===== src/rtl/exe_mem_stage.sv =====
// EXE->MEM pipeline register with valid/ready handshake, stall and flush.
// Define EXE_MEM_SKID_EN to build the 2-entry skid-buffer variant with a registered in_ready.
module exe_mem_stage #(
   parameter int PC_W   = 7,
   parameter int DATA_W = 32,
   parameter int WB_W   = 2,
   parameter int MEM_W  = 3
) (
   input  logic              clock,
   input  logic              reset_n,
   input  logic              flush,
   input  logic              in_valid,
   output logic              in_ready,
   input  logic [PC_W-1:0]   addPc,
   input  logic [DATA_W-1:0] aluResult,
   input  logic              zero,
   input  logic [DATA_W-1:0] readData2,
   input  logic [DATA_W-1:0] muxInst,
   input  logic [WB_W-1:0]   WB,
   input  logic [MEM_W-1:0]  MEM,
   output logic              out_valid,
   input  logic              out_ready,
   output logic [PC_W-1:0]   addPcOut,
   output logic [DATA_W-1:0] aluResultOut,
   output logic              zeroOut,
   output logic [DATA_W-1:0] readData2Out,
   output logic [DATA_W-1:0] muxInstOut,
   output logic [WB_W-1:0]   WBOut,
   output logic [MEM_W-1:0]  MEMOut
);

   typedef struct packed {
      logic [PC_W-1:0]   pc;
      logic [DATA_W-1:0] alu;
      logic              zero;
      logic [DATA_W-1:0] rd2;
      logic [DATA_W-1:0] inst;
      logic [WB_W-1:0]   wb;
      logic [MEM_W-1:0]  mem;
   } entry_t;

   // Handshake: an entry moves in when in_valid && in_ready at posedge and out when
   // out_valid && out_ready at posedge; a held out_valid entry never changes until it moves.
   entry_t in_entry;
   entry_t main_q;
   logic   main_valid;
   logic   accept;
   logic   load_main;

   assign in_entry  = {addPc, aluResult, zero, readData2, muxInst, WB, MEM};
   assign accept    = in_valid && in_ready;
   assign load_main = !main_valid || out_ready;

`ifdef EXE_MEM_SKID_EN
   entry_t skid_q;
   logic   skid_valid;

   // in_ready depends only on state, so out_ready never reaches it combinationally.
   assign in_ready = !skid_valid;

   always_ff @(posedge clock) begin
      if (!reset_n) begin
         main_valid <= 1'b0;
         main_q     <= '0;
         skid_valid <= 1'b0;
         skid_q     <= '0;
      end else if (flush) begin
         main_valid <= 1'b0;
         skid_valid <= 1'b0;
      end else if (load_main) begin
         if (skid_valid) begin
            main_q     <= skid_q;
            main_valid <= 1'b1;
            skid_valid <= 1'b0;
         end else if (accept) begin
            main_q     <= in_entry;
            main_valid <= 1'b1;
         end else begin
            main_valid <= 1'b0;
         end
      end else if (accept) begin
         skid_q     <= in_entry;
         skid_valid <= 1'b1;
      end
   end
`else
   assign in_ready = !main_valid || out_ready;

   always_ff @(posedge clock) begin
      if (!reset_n) begin
         main_valid <= 1'b0;
         main_q     <= '0;
      end else if (flush) begin
         main_valid <= 1'b0;
      end else if (load_main) begin
         main_valid <= accept;
         if (accept) main_q <= in_entry;
      end
   end
`endif

   assign out_valid    = main_valid;
   assign addPcOut     = main_q.pc;
   assign aluResultOut = main_q.alu;
   assign zeroOut      = main_q.zero;
   assign readData2Out = main_q.rd2;
   assign muxInstOut   = main_q.inst;
   // Control bundles are masked so an empty stage is a bubble with no write or store.
   assign WBOut        = main_valid ? main_q.wb  : '0;
   assign MEMOut       = main_valid ? main_q.mem : '0;

endmodule


===== config.mk =====
export PLATFORM = sky130hd
export DESIGN_NAME = exe_mem_stage
export DESIGN_NICKNAME = d
export VERILOG_FILES = /design/src/rtl/exe_mem_stage.sv
export SDC_FILE = /design/constraint.sdc
export NUM_CORES = 1
export LEC_CHECK = 0
export BUFFER_PORTS_ARGS = -buffer_cell sky130_fd_sc_hd__buf_4
export CORE_ASPECT_RATIO = 2
export CORE_MARGIN = 8
export CORE_UTILIZATION = 43
export CTS_BUF_LIST = sky130_fd_sc_hd__clkbuf_4 sky130_fd_sc_hd__clkbuf_8 sky130_fd_sc_hd__clkbuf_16
export DETAILED_ROUTE_END_ITERATION = 10
export HOLD_SLACK_MARGIN = 0.1
export PLACE_DENSITY_LB_ADDON = 0.25
export SETUP_SLACK_MARGIN = 0.3
export SLEW_MARGIN = 20
export SYNTH_ARGS = -nofsm -noshare
export SYNTH_HDL_FRONTEND = slang
export SYNTH_SLANG_ARGS = --single-unit

===== constraint.sdc =====
create_clock -name clock -period 1.4 [get_ports clock]
set_clock_uncertainty 0.05 [all_clocks]
set_input_delay 0.07 -clock clock [delete_from_list [all_inputs] [get_ports clock]]
set_output_delay 0.07 -clock clock [all_outputs]
set_load 0.005 [all_outputs]

# ---- After elaboration in Yosys (flattened, before gate mapping)
# Cells that the tools add are included.
dict set report classes {
  n_mux 2
  reduce_logical 5
  n_bitwise 2
}
# op count
set op_table {}
lappend op_table {{2-to-1 mux 3 bit} 1}
lappend op_table {{AND reduction 3 bit} 1}
lappend op_table {{2-to-1 mux 2 bit} 1}
lappend op_table {{NOT 1 bit} 2}
lappend op_table {{OR reduction 2 bit} 1}
lappend op_table {{logical AND 1 bit} 1}
lappend op_table {{logical NOT 1 bit} 1}
lappend op_table {{logical OR 1 bit} 1}
dict set report word_totals {
  wordCells 17
  output_inout_bits 111
  register_bits 110
  in_bits 114
}

# ---- Depth between registers and ports, before layout
dict set report logic_depth {
  depth_word 4
  depth_mapped 6
  ltp_nobuf 3
}

# ---- Worst setup path before layout
# OpenSTA, ideal clock, no wires.
dict set report synth_path {
  path_kind {reg2reg}
  start {register main_valid (netlist: out_valid)}
  end {register main_q, in the netlist aluResultOut[18]}
  required_ps 1278
  path_slack_ps 37
  stages_incl_launch_ff 7
  setup_ps 72
  n_path_buf 3
  period_less_slack_ps 1363
  arrival_time_ps 1241
  cell_sequence {dfxtp_1 -> nor2b_4 -> nor3b_2 -> buf_6 -> buf_6 -> buf_8 -> mux2i_1}
}
dict set report synth_via {
  elab_chain_cells 4
}
# item line
set synth_lines {}
lappend synth_lines {{start, declared} 46} ;# logic main_valid;
lappend synth_lines {{start signal, assigned} 96} ;# main_valid <= accept;
lappend synth_lines {{logical NOT 1 bit (*)} {52, 87}}
lappend synth_lines {{logical OR 1 bit (*)} {52, 87}}
lappend synth_lines {{logical AND 1 bit} 51} ;# assign accept = in_valid && in_ready;
lappend synth_lines {{AND reduction 3 bit (no line) (*)} --}
lappend synth_lines {{end signal, assigned} 97} ;# if (accept) main_q <= in_entry;
lappend synth_lines {{end, declared} 45} ;# entry_t main_q;
# Mark *: on every way between the ends. The rest lies on a longest branch, timed or not.
# A chain may end at the register's enable or synchronous reset.

# ---- Final worst setup path
dict set report layout_path {
  start {register main_valid (netlist: out_valid)}
  end {register main_q, in the netlist aluResultOut[14]}
}
# The elaborated chain is that of the path after synthesis.

==> flow_summary_export.csv <==
group,metric,value,unit
floorplan,io_pins,225,
floorplan,row_count,56,
yosys,synth_largest_area_cell,"dfxtp_1",
placed_design,gp_congestion,0.739,
floorplan,dieArea,16000,µm²
critical_path,startpoint_type,"register",
yosys,synth-edff-count,0,
critical_path,critical_path_arrival,1630,ps
critical_path,timing.rr.start,"out_valid$_SDFFE_PP0N_",
yosys,yosysMostFrequentCell,"nand2_1",
floorplan,chipWidth,93.4,µm
final_layout,final_area,7800,µm²
clock_tree,htreeDepth,3,
timing,tightest_slew,241,ps
yosys,syn_area_per_cell,8.79,µm²
min_path,min_from,"reset_n",
grt,grt_pass1_wl,23500,µm
yosys,synth_top_family_by_area,"multiplexers",
timing,setup_violations,2,
power,powerDensity,920,nW/µm²
clock_tree,cts_tree,"yes",
timing,fin_crit_sh,102,%
critical_path,cp-end-kind,"register",
yosys,synth_compound_area_share,0,%
yosys,synthXorXnorAreaFrac,0,%
detailed_routing,ant_nets,0,
clock_tree,clock-root-buffer,"clkbuf_16",
power,power,7.18,mW
placed_design,dp.cells,832,
grt,grt_pass1_vias,4807,
yosys,synth.area.top_cells,"dfxtp_1 43%, mux2i_1 21%, buf_4 16%",
yosys,synth_flop_cell,"dfxtp_1",
detailed_routing,vias_per_cell,4.65,
yosys,synth_common_cells,"218 x nand2_1, 112 x buf_4, 110 x dfxtp_1, 109 x mux2i_1, 24 x clkbuf_1",
clock_tree,cts_inserted_buffers,9,
timing,rsz0062_at_grt,"yes",
timing,finalCriticalPeriod,1420,ps
detailed_routing,via_count,4494,
yosys,yosys.area_share.adder,0,%
yosys,synth_cell_type_count,13,
grt,antenna_found_initial,1,
yosys,synth_area,5150,µm²
clock_tree,clk_pin_slew,70,ps
critical_path,required,1610,ps
yosys,synth_mux_area_share,21.2,%
clock_tree,clockBufferDepth,2,
critical_path,r2r_slack,-20,ps
status,status,"finished with violations",
critical_path,crit_fanout,24,
yosys,ys_warn_count,0,
final_layout,drive_gt1_share,33.3,%
placed_design,pre_cts_slack,-10.0,ps
final_layout,syn_to_final_growth,51.5,%
detailed_routing,routed_wl,15400,µm
placed_design,dp_hpwl,10600,µm
detailed_routing,drtPass1Iterations,4,
floorplan,start_util,44.0,%
yosys,synth_seq_cells,110,
final_layout,instances_no_fill,966,
critical_path,worstSetupStartpoint,"out_valid$_SDFFE_PP0N_",
floorplan,dieHeight,171,µm
status,failed_checks,"negative setup slack",
run,cap_viol_max_count,0,
floorplan,core-area,11700,µm²
power,ir_drop,0.000642,V
yosys,syn-num-nets,700,
timing,fin_ws,-24.2,ps
yosys,synth_top_area_share,42.7,%
yosys,synth_cells,586,
min_path,holdCritPathClass,"in2reg",
detailed_routing,wl_per_cell,15.9,µm
grt,grt.total_usage,18.4,%
grt,grt_start_max_net_pins,53,
detailed_routing,drtIter0Drc,164,
critical_path,worstSetupPathType,"reg2reg",
timing,relSlewSlack,83.9,%
timing,drv_slew,0,
detailed_routing,drc_errors,0,
placed_design,place.port_buffers,224,
yosys,seq_area_frac_synth,42.7,%
timing,hold_viol_final,0,
yosys,yosys.area_share.simple,17.2,%
yosys,ys_async_sr_fraction,0,%
power,p_leak,3.58,nW
timing,max_freq,702,MHz
clock_tree,clock_latency,330,ps
grt,grt-ovfl-total,0,
clock_tree,clock_sinks,110,
final_layout,final_net_count,929,
placed_design,post_dp_cell_area,6290,µm²
worst max-delay path, stage by stage (launching register included):
cell and delay, ps:
dfxtp_2 320, nor2b_4 130, nor3b_4 200, buf_12 180, buf_16 210, mux2i_1 250
power by group:
part	leakage, nW	internal, mW	switching (mW)	total, mW
registers	0.900	3.29	0.0916	3.38
logic	2.54	0.833	0.514	1.35
clock network	0.132	1.30	1.15	2.45
through the flow:
stage	util, %	TNS, ps	hold slack, ps
after floorplan	-	0	88.7
after global placement	53.8	0	208
after detailed placement	53.8	-16.5	218
after CTS	66.2	-1.62	-144
after global routing	66.7	-1590	56.4
final	66.7	-28.2	48.0
flip-flops by register name (all words and copies together), names as in the netlist:
| name | flops |
|---|---|
| muxInstOut | 32 |
| out_valid | 1 |
| addPcOut | 7 |
| main_q | 5 |
| readData2Out | 32 |
| zeroOut | 1 |
| aluResultOut | 32 |
layer usage:
metal / up-vias / routed length [µm] / track usage (%)
li1: 2203 / - / -
met1: 2044 / 5340 / 17.3
met2: 189 / 7960 / 32.8
met3: 58 / 1080 / 5.53
met4: 0 / 1020 / 13.3
met5: - / 0 / 0
worst paths after layout:
check | to | cells past startpoint
hold reg to reg | readData2Out[20]$_SDFFE_PN0P_ | 2
hold / removal | aluResultOut[26]$_SDFFE_PN0P_ | 3
setup reg to reg | aluResultOut[14]$_SDFFE_PN0P_ | 5
setup / recovery | aluResultOut[14]$_SDFFE_PN0P_ | 5
what timing repair did:
item	in CTS	in global routing
gates resized for setup	13	5
hold buffers	109	2
endpoints found under the setup margin	115	116
pin swaps	0	1
hold endpoints to repair	110	11
setup buffers	4	2
cells by family (layout without fill, tap and decap cells):
kind of cell	count (synthesis)	after routing
buffers and inverters	140	374
flip-flops	110	110
multiplexers	109	109
other	0	1
AND/OR/NAND/NOR	227	227
layout make-up:
type	instances	area (µm²)
repair buffers	357	3120
multi-input cells	336	2010
flip-flops and latches	110	2200
diodes	1	2.50
inverters	1	3.75
well taps	145	181
clock inverters	4	31.3
fillers	871	3900
clock buffers	12	254
layout by cell type, fill, tap and decap left out, drive strengths merged:
master       synthesis  routed
and2                 5       5
buf                115     246
nor2b                1       1
nor3b                2       2
nand2              218     218
clkinvlp             0       3
mux2i              109     109
diode                0       1
dlygate4sd3          0     111
nor2                 1       1
dfxtp              110     110
inv                  1       2
clkbuf              24      12
Power figures use the tool's default switching activity.
